### src/rtl/cdb_arbiter.sv
// cdb_arbiter: shares the single common data bus into the ROB between the ALU and the
// store/load buffer. Each requester feeds a small result FIFO. A round-robin arbiter
// drains one head entry per cycle into a registered CDB slot. A ROB flush discards
// everything in flight.
// Optional feature: define CDB_BACKPRESSURE_EN to add i_cdb_ready. The slot then holds
// until it is accepted. Without it, the slot reloads or clears every cycle.

module cdb_arbiter #(
   parameter int unsigned DATA_W     = 32,
   parameter int unsigned PC_W       = 32,
   parameter int unsigned FIFO_DEPTH = 2,
   parameter int unsigned PTR_W      = 1
) (
   input  logic              clk,
   input  logic              rst,
   input  logic              i_flush,
   input  logic              i_alu_valid,
   input  logic [DATA_W-1:0] i_alu_data,
   input  logic [PC_W-1:0]   i_alu_pc,
   input  logic [PC_W-1:0]   i_alu_jpc,
   output logic              o_alu_ready,
   input  logic              i_slb_valid,
   input  logic [DATA_W-1:0] i_slb_data,
   input  logic [PC_W-1:0]   i_slb_pc,
   output logic              o_slb_ready,
`ifdef CDB_BACKPRESSURE_EN
   input  logic              i_cdb_ready,
`endif
   output logic              o_cdb_valid,
   output logic              o_cdb_src,
   output logic [DATA_W-1:0] o_cdb_data,
   output logic [PC_W-1:0]   o_cdb_pc,
   output logic [PC_W-1:0]   o_cdb_jpc
);

   // rr_last: the requester granted most recently; the other one wins a tie
   typedef enum logic {StGrantAlu, StGrantSlb} rr_state_e;

   localparam logic [PTR_W:0] L_FULL = FIFO_DEPTH[PTR_W:0];

   rr_state_e r_rr_last, w_rr_next;

   logic [DATA_W-1:0] r_alu_data [FIFO_DEPTH];
   logic [PC_W-1:0]   r_alu_pc   [FIFO_DEPTH];
   logic [PC_W-1:0]   r_alu_jpc  [FIFO_DEPTH];
   logic [PTR_W-1:0]  r_alu_wr_ptr, r_alu_rd_ptr;
   logic [PTR_W:0]    r_alu_cnt, w_alu_cnt_next;

   logic [DATA_W-1:0] r_slb_data [FIFO_DEPTH];
   logic [PC_W-1:0]   r_slb_pc   [FIFO_DEPTH];
   logic [PC_W-1:0]   r_slb_jpc  [FIFO_DEPTH];
   logic [PTR_W-1:0]  r_slb_wr_ptr, r_slb_rd_ptr;
   logic [PTR_W:0]    r_slb_cnt, w_slb_cnt_next;

   logic              r_cdb_valid;
   logic              r_cdb_src;
   logic [DATA_W-1:0] r_cdb_data;
   logic [PC_W-1:0]   r_cdb_pc;
   logic [PC_W-1:0]   r_cdb_jpc;

   logic w_cdb_ready;
   logic w_load_ok;
   logic w_alu_ne, w_slb_ne;
   logic w_grant_alu, w_grant_slb;
   logic w_alu_push, w_slb_push;
   logic w_alu_pop, w_slb_pop;

`ifdef CDB_BACKPRESSURE_EN
   assign w_cdb_ready = i_cdb_ready;
`else
   assign w_cdb_ready = 1'b1;
`endif

   // Ready depends on the count only, so a full FIFO refuses a push even while popping
   assign o_alu_ready = (r_alu_cnt != L_FULL);
   assign o_slb_ready = (r_slb_cnt != L_FULL);

   assign w_load_ok = ~r_cdb_valid | w_cdb_ready;
   assign w_alu_ne  = (r_alu_cnt != '0);
   assign w_slb_ne  = (r_slb_cnt != '0);

   assign w_grant_alu = w_load_ok & w_alu_ne & (~w_slb_ne | (r_rr_last == StGrantSlb));
   assign w_grant_slb = w_load_ok & w_slb_ne & (~w_alu_ne | (r_rr_last == StGrantAlu));

   // Flush wins over everything: no entry is written or consumed in that cycle
   assign w_alu_push = i_alu_valid & o_alu_ready & ~i_flush;
   assign w_slb_push = i_slb_valid & o_slb_ready & ~i_flush;
   assign w_alu_pop  = w_grant_alu & ~i_flush;
   assign w_slb_pop  = w_grant_slb & ~i_flush;

   // FIFO occupancy next-state from push/pop
   always_comb begin
      w_alu_cnt_next = r_alu_cnt;
      w_slb_cnt_next = r_slb_cnt;
      case ({w_alu_push, w_alu_pop})
         2'b10:   w_alu_cnt_next = r_alu_cnt + 1'b1;
         2'b01:   w_alu_cnt_next = r_alu_cnt - 1'b1;
         default: w_alu_cnt_next = r_alu_cnt;
      endcase
      case ({w_slb_push, w_slb_pop})
         2'b10:   w_slb_cnt_next = r_slb_cnt + 1'b1;
         2'b01:   w_slb_cnt_next = r_slb_cnt - 1'b1;
         default: w_slb_cnt_next = r_slb_cnt;
      endcase
   end

   // FIFO pointers and counts; pointers wrap naturally at the power-of-two depth
   always_ff @(posedge clk or posedge rst) begin
      if (rst) begin
         r_alu_wr_ptr <= '0;
         r_alu_rd_ptr <= '0;
         r_alu_cnt    <= '0;
         r_slb_wr_ptr <= '0;
         r_slb_rd_ptr <= '0;
         r_slb_cnt    <= '0;
      end else if (i_flush) begin
         r_alu_wr_ptr <= '0;
         r_alu_rd_ptr <= '0;
         r_alu_cnt    <= '0;
         r_slb_wr_ptr <= '0;
         r_slb_rd_ptr <= '0;
         r_slb_cnt    <= '0;
      end else begin
         if (w_alu_push) r_alu_wr_ptr <= r_alu_wr_ptr + 1'b1;
         if (w_alu_pop)  r_alu_rd_ptr <= r_alu_rd_ptr + 1'b1;
         if (w_slb_push) r_slb_wr_ptr <= r_slb_wr_ptr + 1'b1;
         if (w_slb_pop)  r_slb_rd_ptr <= r_slb_rd_ptr + 1'b1;
         r_alu_cnt <= w_alu_cnt_next;
         r_slb_cnt <= w_slb_cnt_next;
      end
   end

   // FIFO storage; contents are don't-care while the count says empty
   always_ff @(posedge clk) begin
      if (w_alu_push) begin
         r_alu_data[r_alu_wr_ptr] <= i_alu_data;
         r_alu_pc[r_alu_wr_ptr]   <= i_alu_pc;
         r_alu_jpc[r_alu_wr_ptr]  <= i_alu_jpc;
      end
      if (w_slb_push) begin
         r_slb_data[r_slb_wr_ptr] <= i_slb_data;
         r_slb_pc[r_slb_wr_ptr]   <= i_slb_pc;
         r_slb_jpc[r_slb_wr_ptr]  <= i_slb_pc + PC_W'(4);
      end
   end

   // Round-robin state register
   always_ff @(posedge clk or posedge rst) begin
      if (rst) begin
         r_rr_last <= StGrantSlb;
      end else begin
         r_rr_last <= w_rr_next;
      end
   end

   // Round-robin next state: follows the winner, reset to SLB on flush
   always_comb begin
      w_rr_next = r_rr_last;
      if (i_flush) begin
         w_rr_next = StGrantSlb;
      end else if (w_grant_alu) begin
         w_rr_next = StGrantAlu;
      end else if (w_grant_slb) begin
         w_rr_next = StGrantSlb;
      end
   end

   // CDB slot: load the winner's head, clear when nothing wins, hold while stalled
   always_ff @(posedge clk or posedge rst) begin
      if (rst) begin
         r_cdb_valid <= 1'b0;
         r_cdb_src   <= 1'b0;
         r_cdb_data  <= '0;
         r_cdb_pc    <= '0;
         r_cdb_jpc   <= '0;
      end else if (i_flush) begin
         r_cdb_valid <= 1'b0;
      end else if (w_load_ok) begin
         if (w_grant_alu) begin
            r_cdb_valid <= 1'b1;
            r_cdb_src   <= 1'b0;
            r_cdb_data  <= r_alu_data[r_alu_rd_ptr];
            r_cdb_pc    <= r_alu_pc[r_alu_rd_ptr];
            r_cdb_jpc   <= r_alu_jpc[r_alu_rd_ptr];
         end else if (w_grant_slb) begin
            r_cdb_valid <= 1'b1;
            r_cdb_src   <= 1'b1;
            r_cdb_data  <= r_slb_data[r_slb_rd_ptr];
            r_cdb_pc    <= r_slb_pc[r_slb_rd_ptr];
            r_cdb_jpc   <= r_slb_jpc[r_slb_rd_ptr];
         end else begin
            r_cdb_valid <= 1'b0;
         end
      end
   end

   assign o_cdb_valid = r_cdb_valid;
   assign o_cdb_src   = r_cdb_src;
   assign o_cdb_data  = r_cdb_data;
   assign o_cdb_pc    = r_cdb_pc;
   assign o_cdb_jpc   = r_cdb_jpc;

endmodule

### config.mk
export PLATFORM = sky130hd
export DESIGN_NAME = cdb_arbiter
export DESIGN_NICKNAME = d
export VERILOG_FILES = /design/src/rtl/cdb_arbiter.sv
export SDC_FILE = /design/constraint.sdc
export NUM_CORES = 1
export LEC_CHECK = 0
export CORE_ASPECT_RATIO = 1.25
export CORE_MARGIN = 4
export CORE_UTILIZATION = 25
export CTS_BUF_LIST = sky130_fd_sc_hd__clkbuf_8
export DETAILED_ROUTE_END_ITERATION = 8
export PLACE_DENSITY = 0.41
export SYNTH_ARGS = -nofsm -noshare
export SYNTH_HDL_FRONTEND = slang
export SYNTH_SLANG_ARGS = --single-unit
### constraint.sdc
create_clock -name clk -period 11.7 [get_ports clk]
set_input_delay 1.17 -clock clk [delete_from_list [all_inputs] [get_ports clk]]
set_output_delay 1.17 -clock clk [all_outputs]
set_load 0.05 [all_outputs]
==> metrics.cfg, run 1 <==
[critical_path]
cp_max_fo = 81
cp-end-kind = flip-flop
reg2reg_from = r_alu_cnt[0]
worstPathCellList = clkdlybuf4s50_1, a21o_4, buf_4, buf_4, o31ai_1
cp_slowest_cell = clkdlybuf4s50_1
reg2reg_setup_slack_ps = 8280
startpoint_type = input port
cp_num_buf_inv = 3
critPathKind = in2reg
r2r_end = o_cdb_jpc[30]
timing.critical_path.mode_cell = buf_4
cp.arrival_ps = 4350
critPathMaxStageDelay_ps = 900
critPathTopFamily = buffers and inverters
cp_data_required_time_ps = 12180
reg2regPathDepth = 5

[routing]
drcViolationCount = 0
wl_met1_um = 23300
vias = 11500
routed_wl_um = 53000
dr.first_iter.drc_count = 569
dr_wl_met3_um = 2570
wl_met2_um = 26100
antenna_left = 0
viasPerCell = 4.40
highest_layer = met5
firstDrtPassIters = 7
detail_route.wl_per_cell_um = 20.4

[timing]
timing.final.crit_period_ps = 3870
fin_crit_sh = 0.331
rsz0062_at_grt = no
setup_violations = 0
holdWs_ps = 473
hold_viol = 0
worstMarginPinSlew_ps = 1070
tns_ps = 0
skew_ps = 33.3
relSlewSlack = 0.290
drv_slew = 0
fmax_mhz = 258

[clocking]
post_cts_resized = 0
cts_tree = built
holdBufCountCts = 0
clk_pin_slew_worst_paths_ps = 60
clock_latency_ps = 660
clock-sinks = 487
postCtsSetupBuffers = 0
numCtsBuffers = 83
htree_levels = 3
clock_path_buffers = 3
root_buffer = clkbuf_8

[die]
ios = 265
die_w_um = 256
core-area_um2 = 76100
rows = 113
start_util = 0.253
die_area_um2 = 81400
fp.dieH_um = 318

[placement]
io_buffers = 264
dp_hpwl_um = 33000
finalWeightedCongestion = 0.720
placed_area_um2 = 22900

[layout]
final_nets = 1720
multi_input_comb_area_um2 = 4720
design_area_um2 = 24400
area_growth_pct = 27.0
seqCellArea_um2 = 14100
fillCellCount = 7497
drive_gt1_frac = 0.107

[synth]
synth_top_cell_by_area = edfxtp_1
syn_inst = 1273
synthTopCellsByCount = edfxtp_1, nor2b_1, a211oi_1, nand2_1, dfrtp_1
seq_area_frac_synth = 0.733
synth_area_leaders = edfxtp_1, dfrtp_1, nor2b_1
syn_nets = 1439
ys_seq_elements = 487
synth_top_area_share = 0.594
syn_area_um2 = 19200
async_reset_ff_frac = 0.220
yosys_most_used_dff = edfxtp_1
yosysUniqueCellTypes = 38
ys_warn_count = 0
synth.avg_cell_area_um2 = 15.1
synth-edff-count = 380
synth.most_common_cell = edfxtp_1

[min_path]
worstHoldEndpoint = o_cdb_data[4]
min_from = o_cdb_data[4]
hold_depth = 2
hold_path.class = reg2reg

[power_and_ir_drop]
peakVddDrop_v = 0.000119
power_mw = 4.52
leakagePower_nw = 8.33
power_density_nw_per_um2 = 185

[global_routing]
grt_overflow_total = 0
grt_pass1_wl_um = 78700
grt_usage = 0.128
grt_max_degree = 82
antenna_found_initial = 6
grt_pass1_vias = 11700

[status]
status = finished clean

[job]
maxCapViolations = 0

-- how the worst max path moves through the flow --
stage,cells after the start,from,slack (ps),to
detailed placement,5,i_flush,7120,o_cdb_pc[15]
global route,6,i_flush,7570,o_cdb_jpc[23]
global placement,5,i_flush,7170,o_cdb_pc[14]
finish,5,i_flush,7830,o_cdb_jpc[30]
CTS,5,i_flush,7860,o_cdb_pc[17]
floorplan,2,i_flush,2640,r_alu_data[1][0]
-- cell families after synthesis --
logic type      synth area share
compound gates             0.125
xor+xnor                  0.0146
fa+ha+maj               0.000651
buf+inv                   0.0228
flops                      0.733
mux                      0.00456
simple gates              0.0994
-- cell usage in the layout (no fill, tap or decap), drive strengths merged, types with 6 or more instances in the layout --
master	count
a211oi	185
clkbuf	88
nand3	12
xnor2	22
clkinv	14
o31ai	92
nand2	107
o21ai	14
dfrtp	106
inv	52
buf	18
nand4	9
mux2	6
xor2	10
edfxtp	380
nor2b	186
clkdlybuf4s50	264
nor2	13
-- tightest hold or removal path, stage by stage, from the launching register on --
cell     delay [ps]
dfrtp_1         340
nand2_1          50
o31ai_1          50
-- metrics by stage --
stage	instances	utilization	setup slack, ps
floorplan	1273	-	2640
global placement	2446	0.300	7170
detailed placement	2446	0.300	7120
CTS	2600	0.321	7860
global route	2601	0.321	7570
finish	2603	0.321	7830
-- cell type report --
class / count / area share
Timing Repair Buffer: 282 / 0.114
Multi-Input combinational cell: 693 / 0.194
Sequential cell: 487 / 0.578
Tap cell: 977 / 0.0501
Clock buffer: 88 / 0.0496
Antenna cell: 3 / 0.000308
Inverter: 7 / 0.00128
Clock inverter: 66 / 0.0137
-- metal layers --
layer | vias to the layer above | track usage
li1 | 5425 | -
met1 | 5685 | 0.164
met2 | 277 | 0.215
met3 | 65 | 0.0330
met4 | 4 | 0.0354
met5 | - | 0
-- sequential cells by signal, summed over array words and instances, names as in the netlist --
name / count
r_alu_wr_ptr: 1
r_alu_data: 64
r_slb_wr_ptr: 1
r_alu_cnt: 2
r_alu_jpc: 64
o_cdb_pc: 32
r_alu_rd_ptr: 1
r_alu_pc: 64
r_slb_jpc: 64
r_slb_pc: 60
o_cdb_data: 32
r_slb_cnt: 2
r_slb_data: 64
r_rr_last: 1
o_cdb_src: 1
o_cdb_valid: 1
o_cdb_jpc: 32
r_slb_rd_ptr: 1
-- report_power, final --
| part | switching (mW) | leakage [nW] | total, mW | internal [mW] |
|---|---|---|---|---|
| Clock | 0.683 | 0.931 | 1.42 | 0.741 |
| Combinational | 0.645 | 2.60 | 0.966 | 0.320 |
| Sequential | 0.101 | 4.80 | 2.13 | 2.03 |
Power figures use the tool's default switching activity.
==> run 2: changes to the inputs <==
Clock period 11.7 ns to 3.7 ns, I/O delays scaled along.
==> run 2 against run 1 <==
Net effect: worst setup slack got worse by 6700 ps; hold slack worse by 300 ps; via count up 1.2%; flip-flop and latch count did not move; register-to-register slack worse by 6900 ps; first-iteration DRC count fell by 18%; global-route usage up 0.31 points; count of clock-buffer cells in the layout rose by 9; sequential share of layout area down 0.98 points; largest cell class unchanged; largest power group unchanged.
==> metrics.cfg, run 2 (synthesis results as in run 1) <==
[critical_path]
startpoint_type = flip-flop  ; was input port
critPathMaxStageDelay_ps = 860  ; was 900 ps
cp-end-kind = output port  ; was flip-flop
cp_max_fo = 8  ; was 81
worstPathCellList = nand2b_4, clkdlybuf4s50_1  ; was clkdlybuf4s50_1, a21o_4, buf_4, buf_4, o31ai_1
cp.arrival_ps = 2160  ; was 4350 ps
cp_num_buf_inv = 1  ; was 3
critPathTopFamily = buffers and inverters  ; unchanged
cp_data_required_time_ps = 3330  ; was 12180 ps
critPathKind = reg2out  ; was in2reg
cp_slowest_cell = clkdlybuf4s50_1  ; unchanged

[clocking]
cts_tree = built  ; unchanged
clock_latency_ps = 670  ; was 660 ps
clock_path_buffers = 3  ; unchanged
root_buffer = clkbuf_8  ; unchanged
clock-sinks = 487  ; unchanged
postCtsSetupBuffers = 0  ; unchanged
clk_pin_slew_worst_paths_ps = 60  ; about the same
post_cts_resized = 0  ; unchanged
holdBufCountCts = 0  ; unchanged
numCtsBuffers = 84  ; was 83
htree_levels = 3  ; unchanged

[global_routing]
grt_pass1_wl_um = 80900  ; was 78700 µm
grt_usage = 0.131  ; was 0.128
antenna_found_initial = 10  ; was 6
grt_max_degree = 83  ; was 82
grt_overflow_total = 0  ; unchanged
grt_pass1_vias = 12200  ; was 11700

[die]
start_util = 0.253  ; unchanged
die_w_um = 256  ; unchanged
core-area_um2 = 76100  ; unchanged
rows = 113  ; unchanged
fp.dieH_um = 318  ; unchanged
die_area_um2 = 81400  ; unchanged
ios = 265  ; unchanged

[layout]
area_growth_pct = 29.2  ; was 27.0%
final_common_cell = edfxtp_1  ; unchanged
fin_cells = 2618  ; was 2603
multi_input_comb_area_um2 = 4770  ; was 4720 µm²
seqCellArea_um2 = 14100  ; unchanged
design_area_um2 = 24800  ; was 24400 µm²
fillCellCount = 7531  ; was 7497
final_nets = 1733  ; was 1720
drive_gt1_frac = 0.125  ; was 0.107
layout_common_cells = edfxtp_1, clkdlybuf4s50_1, nor2b_1  ; unchanged

[power_and_ir_drop]
leakagePower_nw = 8.52  ; was 8.33 nW
power_density_nw_per_um2 = 593  ; was 185 nW/µm²
peakVddDrop_v = 0.000321  ; was 0.000119 V
power_mw = 14.7  ; was 4.52 mW

[routing]
highest_layer = met5  ; unchanged
dr.first_iter.drc_count = 464  ; was 569
detail_route.wl_per_cell_um = 20.5  ; was 20.4 µm
firstDrtPassIters = 4  ; was 7
drcViolationCount = 0  ; unchanged
antenna_left = 0  ; unchanged
wl_met1_um = 23200  ; was 23300 µm
wl_met2_um = 26400  ; was 26100 µm
vias = 11600  ; was 11500
dr_wl_met3_um = 2810  ; was 2570 µm
routed_wl_um = 53700  ; was 53000 µm
viasPerCell = 4.43  ; was 4.40

[job]
maxCapViolations = 0  ; unchanged

[placement]
io_buffers = 264  ; unchanged
finalWeightedCongestion = 0.716  ; was 0.720
placed_cells = 2458  ; was 2446
placed_area_um2 = 23100  ; was 22900 µm²
dp_hpwl_um = 33600  ; was 33000 µm

[timing]
timing.final.crit_period_ps = 2530
skew_ps = 20.0  ; was 33.3 ps
worstMarginPinSlew_ps = 936  ; was 1070 ps
fin_crit_sh = 0.685
rsz0062_at_grt = no  ; unchanged
hold_viol = 0  ; unchanged
drv_slew = 0  ; unchanged
setup_violations = 0  ; unchanged
relSlewSlack = 0.376  ; was 0.290
fmax_mhz = 395
tns_ps = 0  ; unchanged

[min_path]
hold_path.class = in2async  ; was reg2reg

[status]
status = finished clean  ; unchanged

==> run 2: where the power goes <==
group	switching (mW)	total, mW	leakage, nW	internal [mW]
logic	2.07	3.13	2.71	1.06
registers	0.301	6.71	4.80	6.41
clock network	2.21	4.88	0.998	2.68
==> run 2: layer usage <==
layer	vias to the layer above	global-route usage
li1	5454	-
met2	271	0.222
met1	5769	0.162
met5	-	0
met3	89	0.0370
met4	8	0.0421
==> run 2: worst paths after layout <==
check | endpoint | start | cells after the start | slack [ps]
max in group asynchronous | o_cdb_pc[11] | rst | 3 | 2770
worst max-delay path | o_slb_ready | r_slb_cnt[0] | 2 | 1170
min in group clk | r_alu_data[1][3] | i_alu_data[3] | 1 | 280
worst max register to register | o_cdb_jpc[14] | r_alu_cnt[1] | 5 | 1340
worst min-delay path | o_cdb_data[18] | rst | 2 | 170
worst min register to register | o_cdb_data[10] | o_cdb_data[10] | 2 | 470
==> run 2: final cells by class <==
type                            instances  share of cell area
Clock inverter                         59              0.0144
Timing Repair Buffer                  294               0.121
Sequential cell                       487               0.568
Clock buffer                           97              0.0538
Inverter                                7             0.00126
Tap cell                              977              0.0492
Antenna cell                            4            0.000403
Multi-Input combinational cell        693               0.192
==> run 2: metrics by stage <==
stage	util	hold WS, ps	setup WS [ps]
after floorplan	-	469	22.3
after global placement	0.304	460	887
after detailed placement	0.304	464	842
after CTS	0.326	152	1070
after global routing	0.326	175	1040
final	0.326	173	1170
